File: src/rtl/mem_port_arbiter.sv
// Arbiter sharing one single-port synchronous memory between instruction
// fetch and the load/store port. Load/store wins contention unless fetch has
// been starved for STARVE_MAX consecutive contended cycles. The owner of the
// single in-flight read is tracked so read data is returned to that owner only.
module mem_port_arbiter #(
  parameter int ADDR       = 16,
  parameter int W_DATA     = 32,
  parameter int STARVE_MAX = 4
) (
  input  logic              clk,
  input  logic              reset,
  input  logic              if_req_i,
  input  logic [ADDR-1:0]   if_addr_i,
  input  logic              if_flush_i,
  output logic              if_stall_o,
  output logic              if_v_o,
  output logic [W_DATA-1:0] if_data_o,
  input  logic              ls_req_i,
  input  logic              ls_write_i,
  input  logic [ADDR-1:0]   ls_addr_i,
  input  logic [W_DATA-1:0] ls_wdata_i,
  output logic              ls_stall_o,
  output logic              ls_ack_o,
  output logic              ls_v_o,
  output logic [W_DATA-1:0] ls_data_o,
  output logic [ADDR-1:0]   mem_addr_o,
  output logic              mem_we_o,
  output logic              mem_re_o,
  output logic [W_DATA-1:0] mem_wdata_o,
  input  logic [W_DATA-1:0] mem_rdata_i
);

  localparam int CW = $clog2(STARVE_MAX + 1);
  localparam logic [CW-1:0] STARVE_LIM = CW'(STARVE_MAX);
  localparam logic [CW-1:0] CNT_ONE    = CW'(1);

  typedef enum logic [1:0] {
    OWN_NONE  = 2'd0,
    OWN_IF    = 2'd1,
    OWN_LS_RD = 2'd2
  } owner_e;

  owner_e          owner_q, owner_d;
  logic [CW-1:0]   starve_cnt_q, starve_cnt_d;
  logic            grant_ls, grant_if;

  // Pick at most one requester; fetch only beats load/store once starved.
  always_comb begin
    grant_ls = ls_req_i && !(if_req_i && (starve_cnt_q == STARVE_LIM));
    grant_if = if_req_i && !grant_ls;
  end

  // Owner and starvation counter registers with synchronous active-low reset.
  always_ff @(posedge clk) begin
    if (!reset) begin
      owner_q      <= OWN_NONE;
      starve_cnt_q <= '0;
    end else begin
      owner_q      <= owner_d;
      starve_cnt_q <= starve_cnt_d;
    end
  end

  // Next owner of the in-flight read and next starvation count.
  always_comb begin
    owner_d      = OWN_NONE;
    starve_cnt_d = starve_cnt_q;
    if (grant_if) begin
      owner_d = OWN_IF;
    end else if (grant_ls && !ls_write_i) begin
      owner_d = OWN_LS_RD;
    end
    if (!if_req_i || grant_if) begin
      starve_cnt_d = '0;
    end else if (grant_ls && (starve_cnt_q != STARVE_LIM)) begin
      starve_cnt_d = starve_cnt_q + CNT_ONE;
    end
  end

  // Memory command, handshakes and read-data steering to the current owner.
  always_comb begin
    mem_addr_o  = '0;
    mem_we_o    = 1'b0;
    mem_re_o    = 1'b0;
    mem_wdata_o = '0;
    ls_ack_o    = 1'b0;
    if_stall_o  = 1'b0;
    ls_stall_o  = 1'b0;
    if_v_o      = 1'b0;
    if_data_o   = '0;
    ls_v_o      = 1'b0;
    ls_data_o   = '0;
    if (grant_ls) begin
      mem_addr_o = ls_addr_i;
      ls_ack_o   = 1'b1;
      if_stall_o = if_req_i;
      if (ls_write_i) begin
        mem_we_o    = 1'b1;
        mem_wdata_o = ls_wdata_i;
      end else begin
        mem_re_o = 1'b1;
      end
    end else if (grant_if) begin
      mem_addr_o = if_addr_i;
      mem_re_o   = 1'b1;
      ls_stall_o = ls_req_i;
    end
    if (owner_q == OWN_IF) begin
      if_v_o    = ~if_flush_i;
      if_data_o = mem_rdata_i;
    end
    if (owner_q == OWN_LS_RD) begin
      ls_v_o    = 1'b1;
      ls_data_o = mem_rdata_i;
    end
  end

endmodule

File: config.mk
export PLATFORM = sky130hd
export DESIGN_NAME = mem_port_arbiter
export DESIGN_NICKNAME = d
export VERILOG_FILES = /design/src/rtl/mem_port_arbiter.sv
export SDC_FILE = /design/constraint.sdc
export NUM_CORES = 1
export LEC_CHECK = 0
export BUFFER_PORTS_ARGS = -buffer_cell sky130_fd_sc_hd__buf_2
export CORE_AREA = 5 5 82 84
export CTS_CLUSTER_DIAMETER = 80
export DETAILED_ROUTE_END_ITERATION = 10
export DIE_AREA = 0 0 87 89
export GPL_TIMING_DRIVEN = 0
export PLACE_DENSITY = 0.72
export SLEW_MARGIN = 20
export SYNTH_ARGS = -nofsm -noshare
export SYNTH_HDL_FRONTEND = slang
export SYNTH_SLANG_ARGS = --single-unit
File: constraint.sdc
create_clock -name clk -period 1.37 [get_ports clk]
set_input_delay 0 -clock clk [delete_from_list [all_inputs] [get_ports clk]]
set_output_delay 0 -clock clk [all_outputs]
set_load 0.05 [all_outputs]
==> metrics.md, run 1 <==
| Metric | Value |
|---|---|
| Synth area leaders | `and2_1 (29%), nor3b_2 (27%), nand2_1 (9.2%)` |
| RR Startpoint | `starve_cnt_q[0]` |
| Sequential area share after synthesis | `7.02%` |
| CTS Sinks | `5` |
| Synth cell types | `24` |
| Critical Path End Type | `primary output` |
| Outcome | `finished with violations` |
| DR WL/cell | `16.0 um` |
| Setup repair after global routing missed its margin | `true` |
| Logic gate share of total power | `75.6%` |
| Reg2reg end | `starve_cnt_q[2]` |
| Crit path largest cell delay | `0.33 ns` |
| Final period util | `113%` |
| Max FO, Critical Path | `8` |
| Cts hold-fix bufs | `0` |
| Seq. cell area | `104 um2` |
| Clk pin slew, worst setup/hold paths | `roughly 0.04 ns` |
| Clock buffer depth | `2` |
| Worst Setup Start Kind | `flop` |
| Initial Utilization | `24.4%` |
| Hold Crit Depth | `2` |
| Congestion Overflow GR | `0` |
| RD Place Congestion | `about 0.75` |
| Synth Area in XOR/XNOR | `0%` |
| I/O Buffers | `220` |
| Layout cells sized above 1 | `73.6%` |
| Hold Path Origin | `ls_write_i` |
| Count leader, synth | `and2_1` |
| Total of max-cap violations | `0` |
| Clock Skew | `0.000659 ns` |
| ANT cells | `0` |
| Fillers | `between 400 and 500` |
| Final-report max-slew violation count | `0` |
| R2r setup slk | `0.06 ns` |
| CTS tree | `built` |
| CP required | `1.37 ns` |
| TNS Setup | `-6.87 ns` |
| Switching share of power | `49.3%` |
| Cells after Synth | `197` |
| Pint | `a little under 900 uW` |
| Failing checks | `setup timing` |
| Core ar. | `0.00585 mm2` |
| Post-DR vias/cell | `4.57` |
| Netlist Area Pre-Place | `0.00143 mm2` |
| CP top delay family | `buffers and inverters` |
| Final setup margin | `-0.180 ns` |
| H-tree depth | `1` |
| DIE AREA | `0.00774 mm2` |
| Worst slew pin tran | `0.514 ns` |
| Overall routing resource usage | `18.2%` |
| Via count | `2299` |
| Worst Path Arrival | `about 1.6 ns` |
| CP max-delay cell | `dfxtp_2` |
| Worst Setup Path Type | `flop to primary output` |
| Final Setup Violations | `52` |
| DP HPWL | `6170 um` |
| WHS Endpoint | `owner_q[1]` |
| Drt first pass iters | `4` |
| Simple-gate area share of the yosys netlist | `72.2%` |
| Routed Antenna Nets | `0` |
| Final Hold Vio Count | `0` |
| Final Critical Period | `1.55 ns` |
| R2R depth | `4` |
| Peak VDD IR | `0.416 mV` |
| WP buf/inv | `4` |
| Residual DRC | `0` |
| Commonest cells post-synth | `and2_1 (65), nand2_1 (35), nor3b_2 (31)` |
| Reg power frac | `8.9%` |
| Syn Area/Cell | `7.24 um2` |
| Pwr per Cell Area | `448 mW/mm2` |
| Pin count of the biggest net entering global routing | `11` |
| Die X | `87 um` |
| Syn_nets | `301` |
| Synth area leader | `and2_1` |
| CTS root buf | `clkbuf_8` |
| Area of the multi-input gates | `0.00167 mm2` |
| Clock power share | `15.5%` |
| Yosys reg bits | `5` |
| Placed cell area | `0.00306 mm2` |
| F_max | `645 MHz` |
| EDFF count, synth | `0` |
| Initial antenna violation count | `0` |
| Post-synthesis adder-cell area fraction | `1.75%` |
| Leak | `approximately 0.0018 uW` |
| Compound-cell area share of the yosys netlist | `between 8 and 9%` |
| Vias in the first global route | `2336` |
| Async SR Flop Fraction | `0%` |
| Top-area cell type share of the netlist area | `around 29%` |
| Die Y | `roughly 89 um` |
| Clock Latency Late Sink | `0.21 ns` |
| CTS buffer count | `3` |
| Slew margin rel. | `65.8%` |
| # nets final | `between 500 and 600` |
| Initial DRC count | `20` |
| Setup crit start | `starve_cnt_q[0]` |
| P&R area growth vs syn | `169%` |
| Synthesis Warnings | `0` |
| Mux share of post-synthesis cell area | `0%` |
| Final instance area | `0.00384 mm2` |
| Final wirelength | `8040 um` |
| FP Rows | `28` |
| Power Total | `1720 uW` |
| Main flop type after synthesis | `dfxtp_1` |
| CP Cell Sequence | `inv_2, ha_4, buf_4, a21boi_4, buf_8, o22ai_2, buf_6` |
| Main combinational cell family by area after synthesis | `simple AND/OR/NAND/NOR gates` |
| Worst hold path type | `primary input to flop` |
| Net Switching | `849 uW` |
| IO Count | `221` |
| First-pass GRT wire length | `approximately 12000 um` |
state kept, by name, indices dropped and copies added (netlist names):
| signal | flops |
|---|---|
| owner_q | 2 |
| starve_cnt_q | 3 |
how the worst max path moves through the flow:
stage | depth (start not counted) | slack, ns | end
2_1_floorplan | 5 | -0.08 | mem_re_o
3_3_place_gp | 6 | -0.26 | mem_re_o
3_5_place_dp | 6 | -0.28 | mem_re_o
4_1_cts | 6 | -0.20 | mem_wdata_o[25]
5_1_grt | 7 | -0.22 | mem_re_o
6_report | 7 | -0.18 | mem_addr_o[5]
cells by family (layout without fill, tap and decap cells):
family                   count (synthesis)  after routing
AO/OA/AOI/OAI                           19             19
flip-flops                               5              5
adder cells (fa/ha/maj)                  2              2
buffers and inverters                   24            254
AND/OR/NAND/NOR                        147            148
through the flow:
step / worst slack, ns / utilization [%] / hold WS [ns] / std cells
after CTS: -0.196 / 62.4 / 0.0382 / 498
after global placement: -0.258 / 52.3 / 0.260 / 492
after global routing: -0.218 / 65.6 / 0.0460 / 503
after detailed placement: -0.276 / 52.3 / 0.262 / 492
final: -0.180 / 65.6 / 0.0458 / 503
after floorplan: -0.0802 / - / 0.0793 / 197
what timing repair did:
| action | in CTS | in global routing |
|---|---|---|
| setup endpoints to repair | 112 | 113 |
| buffers inserted | 2 | 2 |
| gates resized for setup | 176 | 40 |
| cloned | 1 | 3 |
| pin swaps | 2 | 13 |
metal layers:
| layer | routed length [um] | GRT usage [%] |
|---|---|---|
| met5 | 0 | 0 |
| met4 | 85 | 2.69 |
| met3 | 628 | 3.04 |
| met2 | 4740 | 38.4 |
| met1 | 2580 | 18.7 |
layout by cell type (no fill, tap or decap), drive strengths merged:
master and n:
o22ai 17, nand2 35, ha 2, or3b 1, dfxtp 5, clkbuf 7
nand2b 1, nor3b 32, and3 3, nor2 3, nor2b 2, a21boi 1
a21oi 1, nor4bb 1, and2 65, and2b 1, nor4b 2, buf 243
nand3 1, nor3 1, inv 4
cell type report:
class                   instances  share of cell area (%)
plain buffers                  19                    5.28
flip-flops and latches          5                    2.70
repair buffers                227                    44.5
multi-input cells             169                    43.5
well taps                      75                    2.44
clock buffers                   4                    1.17
inverters                       4                   0.391
power by group through the flow:
stage               registers (uW)  clock network, uW  logic, uW
floorplan                      155                  0        791
global placement               155                  0       1090
detailed placement             155                  0       1100
CTS                            153                269       1260
global route                   154                288       1360
finish                         153                267       1300
Power figures use the tool's default switching activity.
==> inputs of run 2 (changes only) <==
==> constraint.sdc (replaced) <==
create_clock -name clk -period 1.37 [get_ports clk]
set_input_delay 0 -clock clk [delete_from_list [all_inputs] [get_ports clk]]
set_output_delay 0 -clock clk [all_outputs]
set_load 0.01 [all_outputs]
==> run 2 against run 1 <==
Against the previous run:
- the run still ends with setup timing left
- critical endpoint is now mem_wdata_o[1]
- clock skew grew 0.0018 ns
- largest cell class unchanged
- die area is the same
- setup slack gained 0.055 ns
- power shrank 40%
- register-to-register slack is essentially flat
- combinational power shrank 53%
- critical path depth shrank 1
==> metrics.md, run 2 (synthesized netlist as in run 1, its figures left out) <==
| Metric | Value |
|---|---|
| WHS Endpoint | `owner_q[1] (unchanged)` |
| Placed insts | `492 (unchanged)` |
| Residual DRC | `0 (unchanged)` |
| Leak | `0.00172 uW (was 0.00184 uW)` |
| I/O Buffers | `220 (unchanged)` |
| RR Startpoint | `starve_cnt_q[0] (unchanged)` |
| Worst hold path type | `primary input to flop (unchanged)` |
| Most frequent cells in the layout | `buf_2 (228), and2_1 (65), nand2_1 (35), nor3b_2 (29), o22ai_1 (10) (was buf_2 (114), buf_4 (64), and2_1 (64), buf_6 (57), nand2_1 (35))` |
| RD Place Congestion | `0.855 (was 0.749)` |
| Worst slew pin tran | `0.318 ns (was 0.514 ns)` |
| Initial Utilization | `24.4% (unchanged)` |
| CTS buffer count | `3 (unchanged)` |
| Reg2reg end | `starve_cnt_q[2] (unchanged)` |
| Max reg flops | `3 (unchanged)` |
| Failing checks | `setup timing (unchanged)` |
| Crit path largest cell delay | `0.33 ns (about the same)` |
| IO Count | `221 (unchanged)` |
| Initial DRC count | `27 (was 20)` |
| Final instance area | `0.00287 mm2 (was 0.00384 mm2)` |
| Pwr per Cell Area | `361 mW/mm2 (was 448 mW/mm2)` |
| CP Cell Sequence | `inv_2, ha_4, and3_4, buf_12, nor3b_4, buf_2 (was inv_2, ha_4, buf_4, a21boi_4, buf_8, o22ai_2, buf_6)` |
| Die X | `87 um (unchanged)` |
| Peak VDD IR | `0.310 mV (was 0.416 mV)` |
| Clock Skew | `0.00250 ns (was 0.000659 ns)` |
| Setup repair after global routing missed its margin | `true (unchanged)` |
| Routed Antenna Nets | `0 (unchanged)` |
| Clock buffer depth | `2 (unchanged)` |
| P&R area growth vs syn | `101% (was 169%)` |
| Worst Setup Path Type | `flop to primary output (unchanged)` |
| Hold Path Origin | `ls_write_i (unchanged)` |
| Worst Setup Start Kind | `flop (unchanged)` |
| CTS root buf | `clkbuf_8 (unchanged)` |
| Via count | `2176 (was 2299)` |
| Post-DR vias/cell | `4.33 (was 4.57)` |
| Slew margin rel. | `78.8% (was 65.8%)` |
| Final Critical Period | `1.50 ns (was 1.55 ns)` |
| CP max-delay cell | `dfxtp_2 (unchanged)` |
| Final wirelength | `7030 um (was 8040 um)` |
| Clk pin slew, worst setup/hold paths | `0.04 ns (about the same)` |
| # nets final | `532 (was 533)` |
| CP top delay family | `simple AND/OR/NAND/NOR gates (was buffers and inverters)` |
| Final period util | `109% (was 113%)` |
| Clock Latency Late Sink | `0.22 ns (was 0.21 ns)` |
| Worst Path Arrival | `1.50 ns (was 1.55 ns)` |
| FP Rows | `28 (unchanged)` |
| Congestion Overflow GR | `0 (unchanged)` |
| DIE AREA | `0.00774 mm2 (unchanged)` |
| First-pass GRT wire length | `9710 um (was 11600 um)` |
| Placed cell area | `0.00262 mm2 (was 0.00306 mm2)` |
| CP required | `1.37 ns (about the same)` |
| Core ar. | `0.00585 mm2 (unchanged)` |
| CTS tree | `built (unchanged)` |
| R2r setup slk | `0.05 ns (was 0.06 ns)` |
| Final setup margin | `-0.125 ns (was -0.180 ns)` |
| Fillers | `598 (was 458)` |
| Vias in the first global route | `2086 (was 2336)` |
| Die Y | `89 um (unchanged)` |
| Overall routing resource usage | `15.4% (was 18.2%)` |
| Setup Slack @ Placement | `-0.0857 ns (was -0.276 ns)` |
| Hold Crit Depth | `2 (unchanged)` |
| WP buf/inv | `3 (was 4)` |
| Critical Path End Type | `primary output (unchanged)` |
| Final Setup Violations | `51 (was 52)` |
| Cts hold-fix bufs | `0 (unchanged)` |
| Initial antenna violation count | `1 (was 0)` |
| Final-report max-slew violation count | `0 (unchanged)` |
| R2R depth | `4 (unchanged)` |
| Fin cells | `503 (unchanged)` |
| Most common cell after layout, fill and taps aside | `buf_2 (unchanged)` |
| Max FO, Critical Path | `10 (was 8)` |
| Total of max-cap violations | `0 (unchanged)` |
| F_max | `669 MHz (was 645 MHz)` |
| DR WL/cell | `14.0 um (was 16.0 um)` |
| Finished Core Util | `49.1% (was 65.6%)` |
| Outcome | `finished with violations (unchanged)` |
| H-tree depth | `1 (unchanged)` |
| Layout cells sized above 1 | `70.0% (was 73.6%)` |
| Drt first pass iters | `4 (unchanged)` |
| CTS Sinks | `5 (unchanged)` |
| Pin count of the biggest net entering global routing | `11 (unchanged)` |
| Final Hold Vio Count | `0 (unchanged)` |
| Biggest regs | `starve_cnt_q: 3 flops, owner_q: 2 flops (unchanged)` |
| Largest Register | `starve_cnt_q (unchanged)` |
| DP HPWL | `5950 um (was 6170 um)` |
-- run 2: cell types whose count changed in the layout (fill, tap and decap cells not counted), sizes merged --
cell    before  now
buf        243  242
clkbuf       7    8
diode        0    1
and3         3    2
-- run 2: repair_timing --
item | in CTS | in global routing
endpoints found under the setup margin | 113 | 113
buffers inserted | 5 | 0
hold endpoints to repair | 0 | 0
gates cloned | 1 | 1
pin swaps | 13 | 9
gates resized for setup | 20 | 21
-- run 2: how the worst max path moves through the flow --
stage,start,to,cells past startpoint
2_1_floorplan,starve_cnt_q[0],mem_wdata_o[17],6
3_5_place_dp,starve_cnt_q[0],mem_wdata_o[1],7
5_1_grt,starve_cnt_q[0],mem_wdata_o[1],6
4_1_cts,starve_cnt_q[0],mem_wdata_o[1],6
6_report,starve_cnt_q[0],mem_wdata_o[1],6
3_3_place_gp,starve_cnt_q[0],mem_wdata_o[20],7
-- run 2: area by class of cell --
type | count | area (um2) | area share, %
Tap cell | 75 | 93.8 | 3.27
Sequential cell | 5 | 103 | 3.57
Inverter | 4 | 15.0 | 0.522
Antenna cell | 1 | 2.50 | 0.0871
Clock buffer | 4 | 45.0 | 1.57
Timing Repair Buffer | 227 | 1180 | 41.2
Buffer | 19 | 154 | 5.35
Multi-Input combinational cell | 168 | 1280 | 44.4
-- run 2: per-layer routing --
| metal | GRT usage (%) | wire length [um] | up-vias | share of wire (%) |
|---|---|---|---|---|
| met3 | 2.12 | 710 | 11 | 10 |
| li1 | - | - | 1108 | - |
| met2 | 30.4 | 3780 | 123 | 54 |
| met4 | 5.95 | 162 | 0 | 2.3 |
| met1 | 16.4 | 2380 | 934 | 34 |
| met5 | 0 | 0 | - | 0 |
-- run 2: per-stage QoR --
| step | hold WS [ns] | setup TNS (ns) | total power [uW] |
|---|---|---|---|
| 5_1_grt | 0.0168 | -7.38 | 1120 |
| 4_1_cts | 0.0118 | -3.56 | 1030 |
| 3_5_place_dp | 0.242 | -2.35 | 728 |
| 2_1_floorplan | 0.0464 | 0 | 424 |
| 3_3_place_gp | 0.234 | -1.20 | 717 |
| 6_report | 0.0155 | -3.88 | 1040 |
-- run 2: where the power goes --
part,internal [uW],switching [uW]
logic,320,291
clock network,200,73.6
registers,151,2.87
total,671,368
==> inputs of run 3 (changes only) <==
--- a/config.mk
+++ b/config.mk
@@ -6,11 +6,11 @@
 export NUM_CORES = 1
 export LEC_CHECK = 0
-export BUFFER_PORTS_ARGS = -buffer_cell sky130_fd_sc_hd__buf_2
 export CORE_AREA = 5 5 82 84
-export CTS_CLUSTER_DIAMETER = 80
+export CTS_CLUSTER_DIAMETER = 150
 export DETAILED_ROUTE_END_ITERATION = 10
 export DIE_AREA = 0 0 87 89
+export DONT_BUFFER_PORTS = 1
 export GPL_TIMING_DRIVEN = 0
-export PLACE_DENSITY = 0.72
+export PLACE_DENSITY = 0.4
 export SLEW_MARGIN = 20
 export SYNTH_ARGS = -nofsm -noshare
==> constraint.sdc (replaced) <==
create_clock -name clk -period 1.37 [get_ports clk]
set_input_delay 0.2055 -clock clk [delete_from_list [all_inputs] [get_ports clk]]
set_output_delay 0.2055 -clock clk [all_outputs]
set_load 0.01 [all_outputs]
==> run 3 against run 2 <==
Against the previous run:
- the run still ends with setup timing left
- wire length decreased by 8.1%
- flip-flop and latch count unchanged
- hold slack gained 0.039 ns
- global-route usage down 2.8 points
- clock skew barely moved
- fmax is 8.5% lower
- final cell count fell by 42%
- clock-buffer cell count unchanged
- highest routed layer is now met3
==> metrics.md, run 3 (synthesized netlist as in run 1, its figures left out) <==
| Metric | Value |
|---|---|
| Die Y | `89 um (unchanged)` |
| Setup crit start | `starve_cnt_q[0] (unchanged)` |
| Max FO, Critical Path | `5 (was 10)` |
| CP top delay family | `simple AND/OR/NAND/NOR gates (unchanged)` |
| CP Cell Sequence | `inv_2, ha_4, and3_4, buf_12, nor3b_4 (was inv_2, ha_4, and3_4, buf_12, nor3b_4, buf_2)` |
| ANT cells | `0 (was 1)` |
| Final Critical Period | `1.63 ns (was 1.50 ns)` |
| Most frequent cells in the layout | `and2_4 (57), nand2_1 (35), nor3b_4 (31), o22ai_4 (9) (was buf_2 (228), and2_1 (65), nand2_1 (35), nor3b_2 (29), o22ai_1 (10))` |
| IO Count | `221 (unchanged)` |
| Hold Crit Depth | `1 (was 2)` |
| Biggest regs | `starve_cnt_q: 3 flops, owner_q: 2 flops (unchanged)` |
| Initial Utilization | `24.4% (unchanged)` |
| Power Total | `957 uW (was 1040 uW)` |
| Pwr per Cell Area | `388 mW/mm2 (was 361 mW/mm2)` |
| Residual DRC | `0 (unchanged)` |
| First-pass GRT wire length | `7920 um (was 9710 um)` |
| DIE AREA | `0.00774 mm2 (unchanged)` |
| GR Layer Usage met1 | `14.8% (was 16.4%)` |
| Layout cells sized above 1 | `74.4% (was 70.0%)` |
| Worst slew pin tran | `0.499 ns (was 0.318 ns)` |
| R2R depth | `4 (unchanged)` |
| Final period util | `119% (was 109%)` |
| RD Place Congestion | `0.706 (was 0.855)` |
| Worst hold path type | `primary input to flop (unchanged)` |
| Clock Skew | `0.00227 ns (was 0.00250 ns)` |
| Outcome | `finished with violations (unchanged)` |
| Reg2reg end | `starve_cnt_q[2] (unchanged)` |
| Cts hold-fix bufs | `0 (unchanged)` |
| R2r setup slk | `0.07 ns (was 0.05 ns)` |
| Final-report max-slew violation count | `0 (unchanged)` |
| Pin count of the biggest net entering global routing | `11 (unchanged)` |
| Peak VDD IR | `0.526 mV (was 0.310 mV)` |
| Via count | `1524 (was 2176)` |
| Clock Latency Late Sink | `0.22 ns (about the same)` |
| Critical Path End Type | `primary output (unchanged)` |
| FP Rows | `28 (unchanged)` |
| Largest Register | `starve_cnt_q (unchanged)` |
| CTS tree | `built (unchanged)` |
| Min Hold Slack | `0.0546 ns (was 0.0155 ns)` |
| Placed cell area | `0.00158 mm2 (was 0.00262 mm2)` |
| Most crowded layer after global routing | `met2 (unchanged)` |
| DR WL/cell | `22.3 um (was 14.0 um)` |
| F_max | `612 MHz (was 669 MHz)` |
| CTS Sinks | `5 (unchanged)` |
| Final Setup Violations | `57 (was 51)` |
| Slew margin rel. | `66.7% (was 78.8%)` |
| Worst Setup Path Type | `flop to primary output (unchanged)` |
| Met3 Track Usage GR | `4.79% (was 2.12%)` |
| Routed Antenna Nets | `0 (unchanged)` |
| WHS Endpoint | `owner_q[1] (unchanged)` |
| Final setup margin | `-0.264 ns (was -0.125 ns)` |
| Max reg flops | `3 (unchanged)` |
| Core ar. | `0.00585 mm2 (unchanged)` |
| Most common cell after layout, fill and taps aside | `and2_4 (was buf_2)` |
| Hold Path Origin | `ls_write_i (unchanged)` |
| Vias in the first global route | `1442 (was 2086)` |
| Leak | `0.000903 uW (was 0.00172 uW)` |
| CTS buffer count | `3 (unchanged)` |
| Crit path largest cell delay | `0.33 ns (about the same)` |
| DP HPWL | `4670 um (was 5950 um)` |
| Initial DRC count | `21 (was 27)` |
| Final instance area | `0.00247 mm2 (was 0.00287 mm2)` |
| Failing checks | `setup timing (unchanged)` |
| Congestion Overflow GR | `0 (unchanged)` |
| Final Hold Vio Count | `0 (unchanged)` |
| Post-DR vias/cell | `5.26 (was 4.33)` |
| RR Startpoint | `starve_cnt_q[0] (unchanged)` |
| P&R area growth vs syn | `72.9% (was 101%)` |
| Overall routing resource usage | `12.6% (was 15.4%)` |
| Die X | `87 um (unchanged)` |
| Total of max-cap violations | `0 (unchanged)` |
| H-tree depth | `1 (unchanged)` |
| Placed insts | `272 (was 492)` |
| GRT met2 Usage | `23.0% (was 30.4%)` |
| Clk pin slew, worst setup/hold paths | `0.04 ns (about the same)` |
| Worst Path Arrival | `1.43 ns (was 1.50 ns)` |
| # nets final | `320 (was 532)` |
| CTS root buf | `clkbuf_8 (unchanged)` |
| WP buf/inv | `2 (was 3)` |
| CP max-delay cell | `dfxtp_2 (unchanged)` |
| Worst Setup Start Kind | `flop (unchanged)` |
| Initial antenna violation count | `0 (was 1)` |
| Setup repair after global routing missed its margin | `true (unchanged)` |
| Drt first pass iters | `4 (unchanged)` |
| Fin cells | `290 (was 503)` |
| I/O Buffers | `0 (was 220)` |
| Final wirelength | `6460 um (was 7030 um)` |
| CP required | `1.16 ns (was 1.37 ns)` |
| Clock buffer depth | `2 (unchanged)` |
==> run 3: cell types whose count changed in the layout (fill, tap and decap cells not counted), moves of 3 or more <==
cell and delta:
and2_4 +57, buf_4 +4, buf_2 -222, nor2_1 -3
and2_1 -57, o22ai_1 -10, clkbuf_2 -3, nor3b_2 -29
clkbuf_16 +4, o22ai_4 +9, buf_12 +3, nor3b_4 +29
==> run 3: layer usage <==
layer | routed length (um) | vias up | share of wire, %
met3 | 719 | 0 | 11
met4 | 0 | 0 | 0
met5 | 0 | - | 0
met2 | 3560 | 108 | 55
li1 | - | 693 | -
met1 | 2170 | 723 | 34
==> run 3: area by class of cell <==
type | count | area [um2]
Fill cell | 574 | 3380
Timing Repair Buffer | 15 | 228
Tap cell | 75 | 93.8
Multi-Input combinational cell | 169 | 1770
Buffer | 18 | 206
Inverter | 4 | 15.0
Sequential cell | 5 | 105
Clock buffer | 4 | 45.0
==> run 3: how the worst max path moves through the flow <==
stage | endpoint | cells after the start | slack [ns]
2_1_floorplan | mem_wdata_o[10] | 6 | -0.02
3_3_place_gp | mem_wdata_o[15] | 6 | -0.14
3_5_place_dp | mem_wdata_o[21] | 6 | -0.14
4_1_cts | mem_wdata_o[15] | 5 | -0.28
5_1_grt | mem_wdata_o[2] | 5 | -0.31
6_report | mem_wdata_o[2] | 5 | -0.26
==> run 3: where the power goes <==
group / switching, uW / leakage (uW) / total, uW / internal, uW
combinational: 271 / 0.000838 / 533 / 262
sequential: 2.80 / 0.0000424 / 154 / 151
clock: 70.4 / 0.0000228 / 270 / 200
total: 344 / 0.000903 / 957 / 613
==> run 3: stage by stage <==
stage	worst slack (ns)	setup TNS [ns]	util, %
floorplan	-0.0163	-0.539	-
global placement	-0.140	-4.78	27.0
detailed placement	-0.144	-5.31	27.0
CTS	-0.276	-12.62	36.4
global route	-0.310	-13.72	42.2
finish	-0.264	-10.78	42.2
==> run 3: timing repair <==
item / 4_1_cts / 5_1_grt
setup buffers: 5 / 3
resized for setup: 90 / 75
pin swaps: 44 / 34
gates cloned: 2 / 6
hold endpoints to repair: 0 / 0
setup endpoints to repair: 113 / 111
